[config.mk]
export PLATFORM = sky130hd
export DESIGN_NAME = gate_send_flat
export DESIGN_NICKNAME = d
export VERILOG_FILES = /design/src/rtl/gate_send_pkg.sv /design/src/rtl/gate_send_if.sv /design/src/rtl/gate_cap_table.sv /design/src/rtl/gate_send.sv /design/src/flat_wrapper.sv
export SDC_FILE = /design/constraint.sdc
export NUM_CORES = 1
export LEC_CHECK = 0
export CAP_MARGIN = 20
export CORE_MARGIN = 1.5
export CORE_UTILIZATION = 35
export DETAILED_ROUTE_END_ITERATION = 10
export GPL_ROUTABILITY_DRIVEN = 0
export PLACE_DENSITY_LB_ADDON = 0.25
export SLEW_MARGIN = 20
export SYNTH_ARGS = -nofsm -noshare
export SYNTH_HDL_FRONTEND = slang
export SYNTH_SLANG_ARGS = --single-unit
[constraint.sdc]
create_clock -name aclk -period 3.5 [get_ports aclk]
set_clock_uncertainty 0.05 [all_clocks]
set_input_delay 0.7 -clock aclk [delete_from_list [all_inputs] [get_ports aclk]]
set_output_delay 0.7 -clock aclk [all_outputs]
set_load 0.03 [all_outputs]
[src/rtl/gate_send_pkg.sv]
// Shared route-word layout, capability entry and FSM state types. Both the
// send and receive gates decode route words through these definitions.
package gate_send_pkg;

    localparam int ROUTE_W        = 14;
    localparam int ROUTE_UL_LSB   = 6;
    localparam int ROUTE_UL_W     = 4;
    localparam int ROUTE_PORT_LSB = 0;
    localparam int ROUTE_PORT_W   = 2;

    typedef struct packed {
        logic                  en;
        logic [ROUTE_UL_W-1:0] id;
    } gate_cap_t;

    typedef enum logic [1:0] {
        ST_IDLE,
        ST_CHECK,
        ST_SEND,
        ST_DROP
    } gate_state_e;

    // Build a route word: only the UL id and port fields are non-zero.
    function automatic logic [ROUTE_W-1:0] make_route(
        input logic [ROUTE_UL_W-1:0]   ul,
        input logic [ROUTE_PORT_W-1:0] port
    );
        logic [ROUTE_W-1:0] r;
        r = '0;
        r[ROUTE_UL_LSB +: ROUTE_UL_W]     = ul;
        r[ROUTE_PORT_LSB +: ROUTE_PORT_W] = port;
        return r;
    endfunction

endpackage

[src/rtl/gate_send_if.sv]
// Host-control, request and route-out signals of the send gate.
interface gate_send_if #(
    parameter int CNT_BITS = 16
);
    import gate_send_pkg::*;

    logic [ROUTE_W-1:0]      route_ctrl;
    logic                    route_ctrl_valid;
    logic                    req_valid;
    logic                    req_ready;
    logic [ROUTE_UL_W-1:0]   req_ul_id;
    logic [ROUTE_PORT_W-1:0] req_port;
    logic [ROUTE_W-1:0]      route_out;
    logic                    route_out_valid;
    logic                    route_out_ready;
    logic                    drop_pulse;
    logic [CNT_BITS-1:0]     drop_cnt;

    modport master (
        output route_ctrl, route_ctrl_valid, req_valid, req_ul_id, req_port, route_out_ready,
        input  req_ready, route_out, route_out_valid, drop_pulse, drop_cnt
    );

    modport slave (
        input  route_ctrl, route_ctrl_valid, req_valid, req_ul_id, req_port, route_out_ready,
        output req_ready, route_out, route_out_valid, drop_pulse, drop_cnt
    );

endinterface

[src/rtl/gate_cap_table.sv]
// Per-port capability table: one write port, one combinational read port.
// A read in the same cycle as a write to that entry returns the old value.
module gate_cap_table
    import gate_send_pkg::*;
#(
    parameter int N_DESTS = 4
) (
    input  logic                    clk,
    input  logic                    rst,
    input  logic                    wr_en,
    input  logic [ROUTE_PORT_W-1:0] wr_idx,
    input  logic [ROUTE_UL_W-1:0]   wr_id,
    input  logic [ROUTE_PORT_W-1:0] rd_idx,
    output gate_cap_t               rd_cap
);

    gate_cap_t tbl [N_DESTS];

    // Write/overwrite an entry; indices beyond the table match nothing.
    always_ff @(posedge clk or posedge rst) begin
        if (rst) begin
            for (int i = 0; i < N_DESTS; i++) tbl[i] <= '0;
        end else if (wr_en) begin
            for (int i = 0; i < N_DESTS; i++)
                if (wr_idx == i[ROUTE_PORT_W-1:0]) tbl[i] <= '{en: 1'b1, id: wr_id};
        end
    end

    // Read mux; an out-of-range index reads as a disabled entry.
    always_comb begin
        rd_cap = '0;
        for (int i = 0; i < N_DESTS; i++)
            if (rd_idx == i[ROUTE_PORT_W-1:0]) rd_cap = tbl[i];
    end

endmodule

[src/rtl/gate_send.sv]
// Transmit-side routing gate: checks each send request against the
// capability table, forwards a route word when permitted, counts denials.
module gate_send
    import gate_send_pkg::*;
#(
    parameter int N_DESTS  = 4,
    parameter int CNT_BITS = 16
) (
    input logic        aclk,
    input logic        areset,
    gate_send_if.slave bus
);

    gate_state_e             state, state_n;
    logic                    ready_q;
    logic [ROUTE_UL_W-1:0]   req_ul_q;
    logic [ROUTE_PORT_W-1:0] req_port_q;
    logic [ROUTE_W-1:0]      route_q;
    logic                    route_vld_q;
    logic [CNT_BITS-1:0]     cnt_q;
    gate_cap_t               cap;
    logic                    permit;
    logic                    accept;
    logic                    unused_ctrl_bits;

    assign unused_ctrl_bits = ^{bus.route_ctrl[ROUTE_W-1:ROUTE_UL_LSB+ROUTE_UL_W],
                                bus.route_ctrl[ROUTE_UL_LSB-1:ROUTE_PORT_W]};

    gate_cap_table #(.N_DESTS(N_DESTS)) u_table (
        .clk    (aclk),
        .rst    (areset),
        .wr_en  (bus.route_ctrl_valid),
        .wr_idx (bus.route_ctrl[ROUTE_PORT_LSB +: ROUTE_PORT_W]),
        .wr_id  (bus.route_ctrl[ROUTE_UL_LSB +: ROUTE_UL_W]),
        .rd_idx (req_port_q),
        .rd_cap (cap)
    );

    assign accept = (state == ST_IDLE) && ready_q && bus.req_valid;
    assign permit = (int'(req_port_q) < N_DESTS) && cap.en && (cap.id == req_ul_q);

    // Next-state decode.
    always_comb begin
        state_n = state;
        case (state)
            ST_IDLE:  if (accept) state_n = ST_CHECK;
            ST_CHECK: state_n = permit ? ST_SEND : ST_DROP;
            ST_SEND:  if (bus.route_out_ready) state_n = ST_IDLE;
            ST_DROP:  state_n = ST_IDLE;
            default:  state_n = ST_IDLE;
        endcase
    end

    // State register; ready is registered so it stays low through reset.
    always_ff @(posedge aclk or posedge areset) begin
        if (areset) begin
            state   <= ST_IDLE;
            ready_q <= 1'b0;
        end else begin
            state   <= state_n;
            ready_q <= (state_n == ST_IDLE);
        end
    end

    // Capture the accepted request for the table check.
    always_ff @(posedge aclk or posedge areset) begin
        if (areset) begin
            req_ul_q   <= '0;
            req_port_q <= '0;
        end else if (accept) begin
            req_ul_q   <= bus.req_ul_id;
            req_port_q <= bus.req_port;
        end
    end

    // Route word held from a permitted check until the downstream handshake.
    always_ff @(posedge aclk or posedge areset) begin
        if (areset) begin
            route_q     <= '0;
            route_vld_q <= 1'b0;
        end else if (state == ST_CHECK && permit) begin
            route_q     <= make_route(req_ul_q, req_port_q);
            route_vld_q <= 1'b1;
        end else if (state == ST_SEND && bus.route_out_ready) begin
            route_q     <= '0;
            route_vld_q <= 1'b0;
        end
    end

    // Saturating drop counter, one step per denied request.
    always_ff @(posedge aclk or posedge areset) begin
        if (areset)                                cnt_q <= '0;
        else if (state == ST_DROP && cnt_q != '1)  cnt_q <= cnt_q + 1'b1;
    end

    assign bus.req_ready       = ready_q;
    assign bus.route_out       = route_q;
    assign bus.route_out_valid = route_vld_q;
    assign bus.drop_pulse      = (state == ST_DROP);
    assign bus.drop_cnt        = cnt_q;

endmodule

[src/flat_wrapper.sv]
// flat-port wrapper written by rule: the top's interface ports become plain ports
module gate_send_flat import gate_send_pkg::*;
#(
    parameter int N_DESTS  = 4,
    parameter int CNT_BITS = 16
)
  (aclk, areset, bus_route_ctrl, bus_route_ctrl_valid, bus_req_valid, bus_req_ul_id, bus_req_port, bus_route_out_ready, bus_req_ready, bus_route_out, bus_route_out_valid, bus_drop_pulse, bus_drop_cnt);
  gate_send_if #(.CNT_BITS(CNT_BITS)) bus_i ();
  input logic aclk;
  input logic areset;
  input wire logic [$bits(bus_i.route_ctrl)-1:0] bus_route_ctrl;
  input wire logic [$bits(bus_i.route_ctrl_valid)-1:0] bus_route_ctrl_valid;
  input wire logic [$bits(bus_i.req_valid)-1:0] bus_req_valid;
  input wire logic [$bits(bus_i.req_ul_id)-1:0] bus_req_ul_id;
  input wire logic [$bits(bus_i.req_port)-1:0] bus_req_port;
  input wire logic [$bits(bus_i.route_out_ready)-1:0] bus_route_out_ready;
  output wire logic [$bits(bus_i.req_ready)-1:0] bus_req_ready;
  output wire logic [$bits(bus_i.route_out)-1:0] bus_route_out;
  output wire logic [$bits(bus_i.route_out_valid)-1:0] bus_route_out_valid;
  output wire logic [$bits(bus_i.drop_pulse)-1:0] bus_drop_pulse;
  output wire logic [$bits(bus_i.drop_cnt)-1:0] bus_drop_cnt;
  assign bus_i.route_ctrl = bus_route_ctrl;
  assign bus_i.route_ctrl_valid = bus_route_ctrl_valid;
  assign bus_i.req_valid = bus_req_valid;
  assign bus_i.req_ul_id = bus_req_ul_id;
  assign bus_i.req_port = bus_req_port;
  assign bus_i.route_out_ready = bus_route_out_ready;
  assign bus_req_ready = bus_i.req_ready;
  assign bus_route_out = bus_i.route_out;
  assign bus_route_out_valid = bus_i.route_out_valid;
  assign bus_drop_pulse = bus_i.drop_pulse;
  assign bus_drop_cnt = bus_i.drop_cnt;
  gate_send #(.N_DESTS(N_DESTS), .CNT_BITS(CNT_BITS)) u_core (.aclk(aclk), .areset(areset), .bus(bus_i));
endmodule
Word level (Yosys, flattened, before mapping)
Index checks and enable logic that the tools add are counted.
{"block": "classes", "addsub": 1, "eq_ne": 11, "muxes": 12, "reduce_logical": 15}
{"operator": "14-bit two-way mux", "n": 2}
{"operator": "5-bit two-way mux", "n": 4}
{"operator": "16-bit by 1-bit adder with 16-bit output, second input constant", "n": 1}
{"operator": "16-bit != test, second input constant", "n": 1}
{"operator": "2-bit equality test, second input constant", "n": 6}
{"operator": "2-bit logical NOT", "n": 4}
{"operator": "2-bit one-hot mux with 4 select lines", "n": 1}
{"operator": "2-bit AND reduction", "n": 4}
{"operator": "2-bit by 1-bit equality test with 1-bit output, second input constant", "n": 3}
{"operator": "1-bit logical AND", "n": 6}
{"operator": "4-bit equality test", "n": 1}
{"operator": "2-bit two-way mux", "n": 2}
{"operator": "1-bit two-way mux", "n": 3}
{"operator": "2-bit nonzero test", "n": 1}
{"block": "word_totals", "register_bits": 60, "input_bits": 25, "output_inout_bits": 33, "elab_cells": 54}

Depth between registers and ports, before layout
Gate-level depths: netlist (run 1).
{"block": "depth", "ltp_word": 10, "mapped_depth": 6, "depth_no_buf": 6}

Modules after synthesis
A second synthesis (run 1) with hierarchy kept.
{"block": "hier_totals", "cells_unflattened": 198, "hier_area_um2": 2429.8}
{"mod": "gate_send", "instances": 1, "cells_each": 147, "area_each_um2": 1560.2, "seq_area_each_um2": 800.8}
{"mod": "gate_cap_table", "instances": 1, "cells_each": 51, "area_each_um2": 869.6, "seq_area_each_um2": 500.5}

Worst setup path after synthesis (run 1)
Ideal clock, no wire load.
{"block": "synth_timing", "path_type": "reg2reg", "from": "register u_core.cnt_q[0], in the netlist u_core.bus.drop_cnt[0]", "to": "register u_core.cnt_q[13], in the netlist u_core.bus.drop_cnt[13]", "setup_time_ns": 0.081, "arrival_time_ns": 1.923, "required_time_ns": 3.369, "setup_slack_ns": 1.446, "stages_incl_launch_ff": 7, "path_buffers": 0, "synth_period_minus_slack_ns": 2.054, "cell_sequence": "dfrtp_1 ha_1 and3_1 a41oi_1 nand4_1 nor3_1 xor2_1"}
{"block": "synth_between", "elab_chain_len": 2, "word_cells_on_any_way": 3, "classes_between": "add/sub: 1; eq/ne: 1; reduce/logical: 1"}
{"item": "from (decl)", "line_no": "gate_send.sv:20", "source": "logic [CNT_BITS-1:0] cnt_q;"}
{"item": "from (signal assigned)", "line_no": "gate_send.sv:93", "source": "else if (state == ST_DROP && cnt_q != '1) cnt_q <= cnt_q + 1'b1;"}
{"item": "parallel branches: the longest is 2 deep, another holds 16-bit by 1-bit adder with 16-bit output"}
Parallel ways; which one is timed is not known.
A chain may end at the register's enable or synchronous reset.

Final worst setup path (run 1)
{"block": "layout_timing", "from": "register u_core.state[1]", "to": "output port bus_drop_pulse"}
{"block": "layout_between", "elab_chain_len": 1}
{"item": "from (decl)", "line_no": "gate_send.sv:14", "source": "gate_state_e state, state_n;"}
{"item": "from (signal assigned)", "line_no": "gate_send.sv:60", "source": "state <= state_n;"}
{"item": "2-bit equality test", "line_no": "gate_send.sv:99", "source": "assign bus.drop_pulse = (state == ST_DROP);"}
{"item": "to (decl)", "line_no": "flat_wrapper.sv:20", "source": "output wire logic [$bits(bus_i.drop_pulse)-1:0] bus_drop_pulse;"}
No other way between the ends.

==> results of run 1 <==
==> placed cells by master, fill, tap and decap left out, drive strengths merged, types with 4 or more instances in the layout <==
master,synthesis,final
mux2i,6,6
nor2,6,6
clkbuf,2,6
clkdlybuf4s50,0,41
nand3,8,8
dfrtp,52,52
and4,4,4
mux4,4,4
nor3,7,7
mux2,19,19
o21ai,7,7
nand2b,5,5
nand4,4,4
conb,1,8
nand2,20,20
inv,9,9
xor2,8,8
xnor2,9,9
==> cell type report <==
cell class / instances / area, sq um
Fill cell: 668 / 3790
Sequential cell: 52 / 1300
Multi-Input combinational cell: 132 / 1000
Timing Repair Buffer: 44 / 433
Tap cell: 80 / 100
Clock buffer: 6 / 82.6
Inverter: 9 / 33.8
Clock inverter: 2 / 10.0
==> worst register-to-register path, stage by stage (launching register included) <==
cell,delay (ns)
sky130_fd_sc_hd__dfrtp_1,0.58
sky130_fd_sc_hd__mux4_2,0.58
sky130_fd_sc_hd__xnor2_1,0.18
sky130_fd_sc_hd__o311ai_1,0.19
sky130_fd_sc_hd__nor3_4,0.39
sky130_fd_sc_hd__mux2i_1,0.24
==> power breakdown <==
group | switching [mW] | internal, mW | total (mW)
Combinational | 0.411 | 0.371 | 0.782
Sequential | 0.141 | 0.752 | 0.893
Clock | 0.194 | 0.158 | 0.352
==> path summary, 6_finish.rpt <==
path,slack [ns],depth (start not counted),endpoint
min in group asynchronous,0.71,3,u_core.bus.drop_cnt[5]
min reg2reg,0.42,1,u_core.u_table.tbl[9]
min,0.42,1,u_core.u_table.tbl[9]
max,1.13,3,bus_drop_pulse
max in group asynchronous,2.40,3,u_core.u_table.tbl[8]
max reg2reg,1.21,5,u_core.bus.route_out[8]
==> cell families after synthesis <==
| group | count (synthesis) |
|---|---|
| and+or+nand+nor | 63 |
| DFF | 52 |
| muxes | 29 |
| buffers and inverters | 21 |
| xor gates and xnor gates | 17 |
| AOI/OAI and AO/OA | 14 |
| adders and majority gates | 1 |
| other | 1 |
==> stage by stage <==
stage,cells,power (mW),cell area [sq um]
2_1_floorplan,205,1.48,2450
4_1_cts,325,2.06,2960
3_3_place_gp,317,1.68,2870
6_report,325,2.03,2960
3_5_place_dp,317,1.70,2870
5_1_grt,325,2.16,2960
==> flip-flops by register name, summed over array words and instances (netlist names) <==
| signal | flops |
|---|---|
| u_core.bus.route_out_valid | 1 |
| u_core.bus.req_ready | 1 |
| u_core.req_ul_q | 4 |
| u_core.bus.route_out | 6 |
| u_core.state | 2 |
| u_core.u_table.tbl | 20 |
| u_core.bus.drop_cnt | 16 |
| u_core.req_port_q | 2 |
==> layer usage <==
metal / wire [um] / up-vias
met5: 0 / -
met4: 65 / 0
met3: 186 / 7
met2: 2010 / 37
met1: 2220 / 787
li1: - / 768
==> impl_metrics.py, run 1 <==
metrics = {
    "status": {
        "status": "completed",
    },
    "timing": {
        "unrepaired_setup_endpoints_after_global_routing": "no",
        "postLayoutSetupSlackWorst_ns": 1.13,
        "layout_min_cycle_time_ns": 2.37,
        "report.final.setup_viol": 0,
        "timing_max_transition_violations_final": 0,
        "worst_slew_margin_rel_pct": 49.3,
        "hold_viol_final": 0,
        "tightestPinTransition_ns": 0.760,
        "timing.fmax_ghz": 0.422,
        "worst_hold_slack_ns": 0.419,
        "post-route-period-util_pct": 67.7,
        "final_tns_setup_ns": 0,
    },
    "clocking": {
        "clock_slew_at_the_register_clock_pins_of_the_worst_setup_and_hold_paths_ns": 0.10,
        "ctsResizeCount": 0,
        "worstSkewPairLatency_ns": 0.31,
        "tritoncts": "done",
        "tritoncts_num_sinks": 52,
        "cts.root.buffer_cell": "sky130_fd_sc_hd__clkbuf_8",
        "cts-htree-levels": 2,
        "cts-root-to-sink-buffers": 2,
        "postCtsSetupBuffers": 0,
        "cts.hold.buffers_added": 0,
        "cts_buffers": 5,
    },
    "synth": {
        "synth_top_area_share_pct": 53.7,
        "synth-seq-cells": 52,
        "synth.distinct_cells": 38,
        "post-synth-top-area-cell": "sky130_fd_sc_hd__dfrtp_1",
        "synth_compound_gate_area_share_pct": 3.72,
        "post_synth_instance_area_sq_mm": 0.00242,
        "synthTopCellsByArea": "sky130_fd_sc_hd__dfrtp_1, sky130_fd_sc_hd__mux2_2, sky130_fd_sc_hd__nand2_1",
        "synthSimpleGateAreaFrac_pct": 14.2,
        "syn_area_per_cell_sq_um": 12.2,
        "synth-async-reset-ratio_pct": 100,
        "yosys-mux-area-fraction_pct": 15.2,
        "main_combinational_cell_family_by_area_after_synthesis": "multiplexers",
        "yosysMostFrequentCell": "sky130_fd_sc_hd__dfrtp_1",
        "synth_common_cells": "sky130_fd_sc_hd__dfrtp_1, sky130_fd_sc_hd__nand2_1, sky130_fd_sc_hd__mux2_2, sky130_fd_sc_hd__inv_1",
        "synth_xor_area_share_pct": 6.46,
        "synth_top_flop_cell": "sky130_fd_sc_hd__dfrtp_1",
        "synth_edf_count": 0,
        "netlist_instances": 198,
        "warning_count_from_the_yosys_run": 0,
        "synth-seq-area-share_pct": 53.7,
        "synth-adder-area-share_pct": 0.517,
    },
    "setup_path": {
        "timing.critical_path.slowest_stage_cell": "sky130_fd_sc_hd__clkdlybuf4s50_1",
        "worstReg2RegStart": "u_core.req_port_q[0]",
        "crit_path_max_incr_delay_ns": 0.68,
        "crit_path_max_fo": 5,
        "timing.setup.critical_path_class": "reg -> out",
        "setup.worst_path.start_class": "flip-flop",
        "worstSetupEndpointType": "primary output",
        "worst_ep_required_time_ns": 2.75,
        "crit_chain": "nand2_1 > inv_1 > clkdlybuf4s50_1",
        "path_buf_inv": 2,
        "cp-startpoint": "u_core.state[1]",
        "cpLargestDelayFamily": "buffers and inverters",
        "timing.critical_path.arrival_ns": 1.62,
    },
    "place": {
        "dp_hpwl_mm": 3.28,
        "port-buffer-count": 41,
        "dpl_worst_slack_ns": 1.03,
    },
    "detailed_routing": {
        "vias": 1599,
        "detailed_routing_iteration_count_for_the_pre_antenna_repair_pass": 4,
        "wl_mm": 4.48,
        "route.antenna.remaining_nets": 0,
        "drc": 0,
        "routed_wire_length_per_instance_um": 13.8,
        "dr.first_iter.drc_count": 86,
        "route.detailed.vias_per_inst": 4.92,
    },
    "global_route": {
        "grt_pass1_wl_mm": 7.59,
        "number_of_antenna_violations_at_the_first_check_in_global_routing": 0,
        "grt_met1_use_pct": 19.2,
        "grt_use_total_pct": 13.5,
        "grt_max_degree": 30,
        "met3_usage_pct": 4.10,
        "grt_overflow": 0,
        "global_route.peak_usage_layer": "met2",
        "groute.layer.met2.usage_pct": 19.8,
        "grt_pass1_vias": 1516,
    },
    "final_layout": {
        "area.growth.synth_to_final_pct": 22.3,
        "antennaDiodeCount": 0,
        "post-route-util_pct": 43.8,
        "final_layout_size_suffix_gt1_share_pct": 16.3,
        "final_net_count": 270,
    },
    "hold_path": {
        "hold_path.class": "reg -> reg",
        "holdCritStartpoint": "u_core.u_table.tbl[9]",
    },
    "die": {
        "chipWidth_um": 86.2,
        "floorplan.core_area_sq_mm": 0.00676,
        "row_count": 30,
        "floorplan.initialDensity_pct": 35.8,
        "num_io_pins": 58,
        "design.die.area_sq_mm": 0.00743,
        "dieHeight_um": 86.2,
    },
    "run": {
        "max_cap_violations": 0,
    },
    "power_and_ir_drop": {
        "power.density_mw_per_mm2": 684,
        "p_leak_nw": 1.26,
        "vdd_ir_drop_max_mv": 0.208,
    },
}
Note: power is estimated with default switching activity, not from simulation.
==> run 2: changes to the inputs <==
==> constraint.sdc (replaced) <==
create_clock -name aclk -period 2 [get_ports aclk]
set_clock_uncertainty 0.05 [all_clocks]
set_input_delay 0.4 -clock aclk [delete_from_list [all_inputs] [get_ports aclk]]
set_output_delay 0.4 -clock aclk [all_outputs]
set_load 0.03 [all_outputs]
==> run 2 against run 1 <==
Compared with the run above: total power rose by 84%; largest power group unchanged; final cell count is 1.2% higher; clock power up 83%; critical endpoint is now u_core.bus.route_out[0]; global-route usage shrank 0.33 points; first-iteration DRC count fell by 66%; register-to-register slack worse by 1.2 ns; die area is the same; non-clock buffer count up 5.
==> impl_metrics.py, run 2 (synthesis results as in run 1) <==
metrics = {
    "final_layout": {
        "final_layout_size_suffix_gt1_share_pct": 19.7,
        "antennaDiodeCount": 0,
        "top_reg_by_flops": "u_core.u_table.tbl",
        "post-route-util_pct": 45.2,
        "area_taken_by_flip_flops_and_latches_sq_mm": 0.00130,
        "fin_area_sq_mm": 0.00306,
        "area.growth.synth_to_final_pct": 26.2,
        "layout.cells.most_common": "sky130_fd_sc_hd__dfrtp_1",
        "layout.cells.most_common_list": "sky130_fd_sc_hd__dfrtp_1, sky130_fd_sc_hd__clkdlybuf4s50_1, sky130_fd_sc_hd__nand2_1",
        "num-fill-cells": 652,
        "final_net_count": 275,
        "largest_reg_flops": 20,
        "multi_input_area_sq_mm": 0.00104,
        "final_non_filler_cell_total": 329,
    },
    "global_route": {
        "grt_pass1_wl_mm": 7.59,
        "grt_use_total_pct": 13.1,
        "grt_pass1_vias": 1564,
        "number_of_antenna_violations_at_the_first_check_in_global_routing": 0,
        "grt_max_degree": 53,
        "grt_overflow": 0,
    },
    "detailed_routing": {
        "drc": 0,
        "route.detailed.vias_per_inst": 4.84,
        "vias": 1591,
        "detailed_routing_iteration_count_for_the_pre_antenna_repair_pass": 4,
        "route.antenna.remaining_nets": 0,
        "wl_mm": 4.55,
        "dr.first_iter.drc_count": 29,
        "routed_wire_length_per_instance_um": 13.8,
    },
    "timing": {
        "timing.fmax_ghz": 0.509,
        "final_tns_setup_ns": 0,
        "timing_max_transition_violations_final": 0,
        "hold_viol_final": 0,
        "unrepaired_setup_endpoints_after_global_routing": "yes",
        "layout_min_cycle_time_ns": 1.96,
        "report.final.setup_viol": 0,
        "post-route-period-util_pct": 98.2,
        "worst_hold_slack_ns": 0.401,
        "postLayoutSetupSlackWorst_ns": 0.0356,
    },
    "power_and_ir_drop": {
        "vdd_ir_drop_max_mv": 0.498,
        "power_share_of_the_clock_group_pct": 17.2,
        "sequentialPowerShare_pct": 42.0,
        "internal_power_mw": 2.36,
        "switchingPower_mw": 1.37,
        "sw_frac_of_total_pct": 36.8,
        "power.share.combinational_pct": 40.7,
        "power.density_mw_per_mm2": 1220,
        "report.power.total_mw": 3.73,
        "p_leak_nw": 1.31,
    },
    "clocking": {
        "cts-root-to-sink-buffers": 2,
        "cts_buffers": 5,
        "clock_slew_at_the_register_clock_pins_of_the_worst_setup_and_hold_paths_ns": 0.09,
        "tritoncts_num_sinks": 52,
        "cts.root.buffer_cell": "sky130_fd_sc_hd__clkbuf_8",
        "postCtsSetupBuffers": 0,
        "cts-htree-levels": 2,
        "cts.hold.buffers_added": 0,
        "worstSkewPairLatency_ns": 0.30,
        "ctsResizeCount": 2,
        "tritoncts": "done",
    },
    "setup_path": {
        "timing.setup.critical_path_class": "reg -> reg",
        "timing.critical_path.arrival_ns": 2.14,
        "setup.worst_path.start_class": "flip-flop",
        "crit_path_max_fo": 4,
        "reg2reg_slack_ns": 0.04,
        "worst_ep_required_time_ns": 2.18,
        "worstSetupEndpointType": "flip-flop",
    },
    "die": {
        "row_count": 30,
        "dieHeight_um": 86.2,
        "design.die.area_sq_mm": 0.00743,
        "chipWidth_um": 86.2,
        "floorplan.initialDensity_pct": 35.8,
        "num_io_pins": 58,
        "floorplan.core_area_sq_mm": 0.00676,
    },
    "place": {
        "dp_hpwl_mm": 3.24,
        "port-buffer-count": 41,
        "numPlacedInstances": 322,
        "dpl_worst_slack_ns": -0.0429,
        "total_cell_area_at_the_placement_stage_sq_mm": 0.00293,
    },
    "status": {
        "status": "completed",
    },
    "run": {
        "max_cap_violations": 0,
    },
    "hold_path": {
        "hold_path.class": "in -> async",
    },
}
==> run 2: cell types whose count changed in the layout (fill, tap and decap cells not counted), sizes merged <==
cell	change
clkbuf	+1
clkdlybuf4s50	-1
clkinv	-2
dlygate4sd2	+1
buf	+5
==> run 2: final timing paths <==
kind,start,to,depth (start not counted)
worst max-delay path,u_core.req_port_q[0],u_core.bus.route_out[0],6
max in group asynchronous,areset,u_core.req_port_q[0],3
min in group aclk,u_core.u_table.tbl[14],u_core.u_table.tbl[14],1
worst min-delay path,areset,u_core.bus.drop_cnt[0],3
worst max register to register,u_core.req_port_q[0],u_core.bus.route_out[0],6
worst min register to register,u_core.u_table.tbl[14],u_core.u_table.tbl[14],1
==> run 2: cell type report <==
| type | instances | area share, % |
|---|---|---|
| clock buffer | 7 | 3.15 |
| inverter | 9 | 1.11 |
| multi-input combinational | 132 | 34.1 |
| sequential | 52 | 42.6 |
| tap | 80 | 3.28 |
| timing repair buffer | 49 | 15.8 |
==> run 2: worst max-delay path, cell delays in order, from the launching register on <==
cell	delay, ns
sky130_fd_sc_hd__dfrtp_2	0.44
sky130_fd_sc_hd__mux4_2	0.56
sky130_fd_sc_hd__xnor2_2	0.20
sky130_fd_sc_hd__o311ai_4	0.14
sky130_fd_sc_hd__nor3_4	0.14
sky130_fd_sc_hd__buf_4	0.16
sky130_fd_sc_hd__mux2i_1	0.19
==> run 2: routing by layer <==
metal / GRT usage (%) / wire length [um] / part of all wire, % / up-vias
met1: 18.2 / 2210 / 49 / 782
met4: 3.96 / 49 / 1.1 / 0
met2: 20.7 / 2120 / 47 / 33
met3: 3.14 / 164 / 3.6 / 5
met5: 0 / 0 / 0 / -
li1: - / - / - / 771
==> run 2: power by group through the flow <==
stage	logic, mW	registers (mW)	clock network (mW)
6_report	1.52	1.57	0.643
5_1_grt	1.64	1.62	0.707
4_1_cts	1.44	1.56	0.673
3_5_place_dp	1.43	1.58	0
3_3_place_gp	1.42	1.57	0
2_1_floorplan	0.842	1.74	0
==> run 3: changes to the inputs <==
--- a/config.mk
+++ b/config.mk
@@ -10,7 +10,7 @@
 export CORE_UTILIZATION = 35
 export DETAILED_ROUTE_END_ITERATION = 10
 export GPL_ROUTABILITY_DRIVEN = 0
-export PLACE_DENSITY_LB_ADDON = 0.25
+export RECOVER_POWER = 100
 export SLEW_MARGIN = 20
 export SYNTH_ARGS = -nofsm -noshare
 export SYNTH_HDL_FRONTEND = slang
==> run 3 against run 2 <==
Compared with the run above: maximum frequency barely moved; combinational power fell by 3%; non-clock buffer count did not move; die area unchanged; total power rose by 3.5%; clock-buffer cell count is 2 lower; via count fell by 1.7%; global-route usage shrank 0.17 points; sequential share of layout area fell by 0.19 points; worst setup slack barely moved; critical path type unchanged; critical endpoint is now u_core.bus.route_out[9]; largest power group unchanged.
==> impl_metrics.py, run 3 (synthesis results as in run 1) <==
metrics = {
    "status": {
        "status": "completed",
    },
    "final_layout": {
        "num-fill-cells": 622,
        "final_layout_size_suffix_gt1_share_pct": 18.1,
        "fin_area_sq_mm": 0.00307,
        "post-route-util_pct": 45.4,
        "antennaDiodeCount": 0,
        "layout.cells.most_common": "sky130_fd_sc_hd__dfrtp_1",
        "area.growth.synth_to_final_pct": 26.8,
        "final_non_filler_cell_total": 329,
        "layout.cells.most_common_list": "sky130_fd_sc_hd__dfrtp_1, sky130_fd_sc_hd__clkdlybuf4s50_1, sky130_fd_sc_hd__nand2_1",
        "largest_reg_flops": 20,
        "final_net_count": 275,
        "top_reg_by_flops": "u_core.u_table.tbl",
    },
    "clocking": {
        "cts_buffers": 5,
        "cts-root-to-sink-buffers": 2,
        "clock_slew_at_the_register_clock_pins_of_the_worst_setup_and_hold_paths_ns": 0.09,
        "tritoncts": "done",
        "cts-htree-levels": 2,
        "cts.root.buffer_cell": "sky130_fd_sc_hd__clkbuf_8",
        "cts.hold.buffers_added": 0,
        "tritoncts_num_sinks": 52,
        "worstSkewPairLatency_ns": 0.30,
    },
    "setup_path": {
        "timing.setup.critical_path_class": "reg -> reg",
        "worstReg2RegStart": "u_core.req_port_q[0]",
        "path_buf_inv": 1,
        "crit_path_max_incr_delay_ns": 0.57,
        "timing.critical_path.arrival_ns": 2.14,
        "cpLargestDelayFamily": "multiplexers",
        "setup.worst_path.start_class": "flip-flop",
        "reg2reg_slack_ns": 0.04,
        "timing.critical_path.slowest_stage_cell": "sky130_fd_sc_hd__mux4_2",
        "ff2ff_path_depth": 6,
        "worst_ep_required_time_ns": 2.18,
        "crit_chain": "mux4_2 > xnor2_2 > o311ai_2 > nor3_4 > buf_12 > mux2i_1",
        "worstSetupEndpointType": "flip-flop",
        "reg2reg_to": "u_core.bus.route_out[9]",
        "crit_path_max_fo": 7,
    },
    "timing": {
        "postLayoutSetupSlackWorst_ns": 0.0354,
        "final_tns_setup_ns": 0,
        "timing.fmax_ghz": 0.509,
        "worst_slew_margin_rel_pct": 15.6,
        "report.final.setup_viol": 0,
        "unrepaired_setup_endpoints_after_global_routing": "yes",
        "tightestPinTransition_ns": 1.27,
        "layout_min_cycle_time_ns": 1.96,
        "post-route-period-util_pct": 98.2,
        "timing_max_transition_violations_final": 0,
        "worst_hold_slack_ns": 0.424,
        "hold_viol_final": 0,
    },
    "hold_path": {
        "hold_path.class": "reg -> reg",
        "holdCritStartpoint": "u_core.u_table.tbl[14]",
        "worst_hold_path.num_cells": 1,
        "worstHoldEndpoint": "u_core.u_table.tbl[14]",
    },
    "detailed_routing": {
        "drc": 0,
        "route.antenna.remaining_nets": 0,
        "vias": 1564,
        "route.layer.met1.wl_mm": 2.18,
        "detailed_routing_iteration_count_for_the_pre_antenna_repair_pass": 4,
        "dr.first_iter.drc_count": 43,
        "routed_wire_length_per_instance_um": 13.3,
        "top_layer_used": "met4",
        "route.detailed.vias_per_inst": 4.75,
        "wl_met2_mm": 1.97,
        "wl_met3_um": 174,
        "wl_mm": 4.38,
    },
    "die": {
        "dieHeight_um": 86.2,
        "num_io_pins": 58,
        "design.die.area_sq_mm": 0.00743,
        "row_count": 30,
        "floorplan.core_area_sq_mm": 0.00676,
        "floorplan.initialDensity_pct": 35.8,
        "chipWidth_um": 86.2,
    },
    "place": {
        "dpl_worst_slack_ns": -0.0233,
        "total_cell_area_at_the_placement_stage_sq_mm": 0.00293,
        "port-buffer-count": 41,
        "numPlacedInstances": 321,
        "dp_hpwl_mm": 3.18,
    },
    "global_route": {
        "grt_max_degree": 53,
        "grt_pass1_vias": 1562,
        "grt_use_total_pct": 13.0,
        "number_of_antenna_violations_at_the_first_check_in_global_routing": 0,
        "grt_pass1_wl_mm": 7.51,
        "grt_overflow": 0,
    },
    "power_and_ir_drop": {
        "p_leak_nw": 1.31,
        "vdd_ir_drop_max_mv": 0.297,
        "report.power.total_mw": 3.86,
        "power.density_mw_per_mm2": 1260,
    },
    "run": {
        "max_cap_violations": 0,
    },
}
==> run 3: cell count changes in the layout (fill, tap and decap cells not counted), moves of 2 or more <==
cell / delta
sky130_fd_sc_hd__bufinv_16: +2
sky130_fd_sc_hd__clkbuf_8: -2
sky130_fd_sc_hd__clkbuf_1: +4
sky130_fd_sc_hd__buf_4: -5
sky130_fd_sc_hd__dlygate4sd3_1: +2
sky130_fd_sc_hd__clkdlybuf4s50_1: -2
==> run 3: report_power, final <==
group,internal [mW],total [mW],switching (mW),leakage (nW)
Combinational,0.720,1.48,0.758,0.597
Sequential,1.32,1.56,0.242,0.645
Clock,0.492,0.822,0.329,0.0642
==> run 3: area by class of cell <==
| cell class | instances | area (sq um) | share of cell area, % |
|---|---|---|---|
| repair buffers | 49 | 464 | 15.1 |
| well taps | 80 | 100 | 3.26 |
| inverters | 9 | 33.8 | 1.10 |
| flip-flops and latches | 52 | 1300 | 42.4 |
| clock inverters | 2 | 60.1 | 1.96 |
| multi-input cells | 132 | 1040 | 33.9 |
| clock buffers | 5 | 68.8 | 2.24 |
==> run 3: per-layer routing <==
layer  vias up  global-route usage (%)
met2        34                    19.3
met4         0                    5.72
met5         -                       0
li1        775                       -
met3         7                    2.29
met1       748                    18.6
==> run 3: how the worst max path moves through the flow <==
stage / startpoint / to / slack, ns / cells past startpoint
after floorplan: u_core.req_port_q[0] / u_core.bus.route_out[0] / 0.08 / 6
after global placement: u_core.req_port_q[0] / u_core.bus.route_out[7] / -0.03 / 6
after detailed placement: u_core.req_port_q[0] / u_core.bus.route_out[9] / -0.02 / 6
after CTS: u_core.req_port_q[0] / u_core.bus.route_out[9] / 0.01 / 6
after global routing: u_core.req_port_q[0] / u_core.bus.route_out[9] / -0.05 / 6
final: u_core.req_port_q[0] / u_core.bus.route_out[9] / 0.04 / 6
==> run 3: what timing repair did <==
item / 4_1_cts / 5_1_grt
buffers inserted: 1 / 0
gates cloned: 0 / 0
pin swaps: 0 / 4
endpoints found under the setup margin: 8 / 10
gates resized for setup: 4 / 5
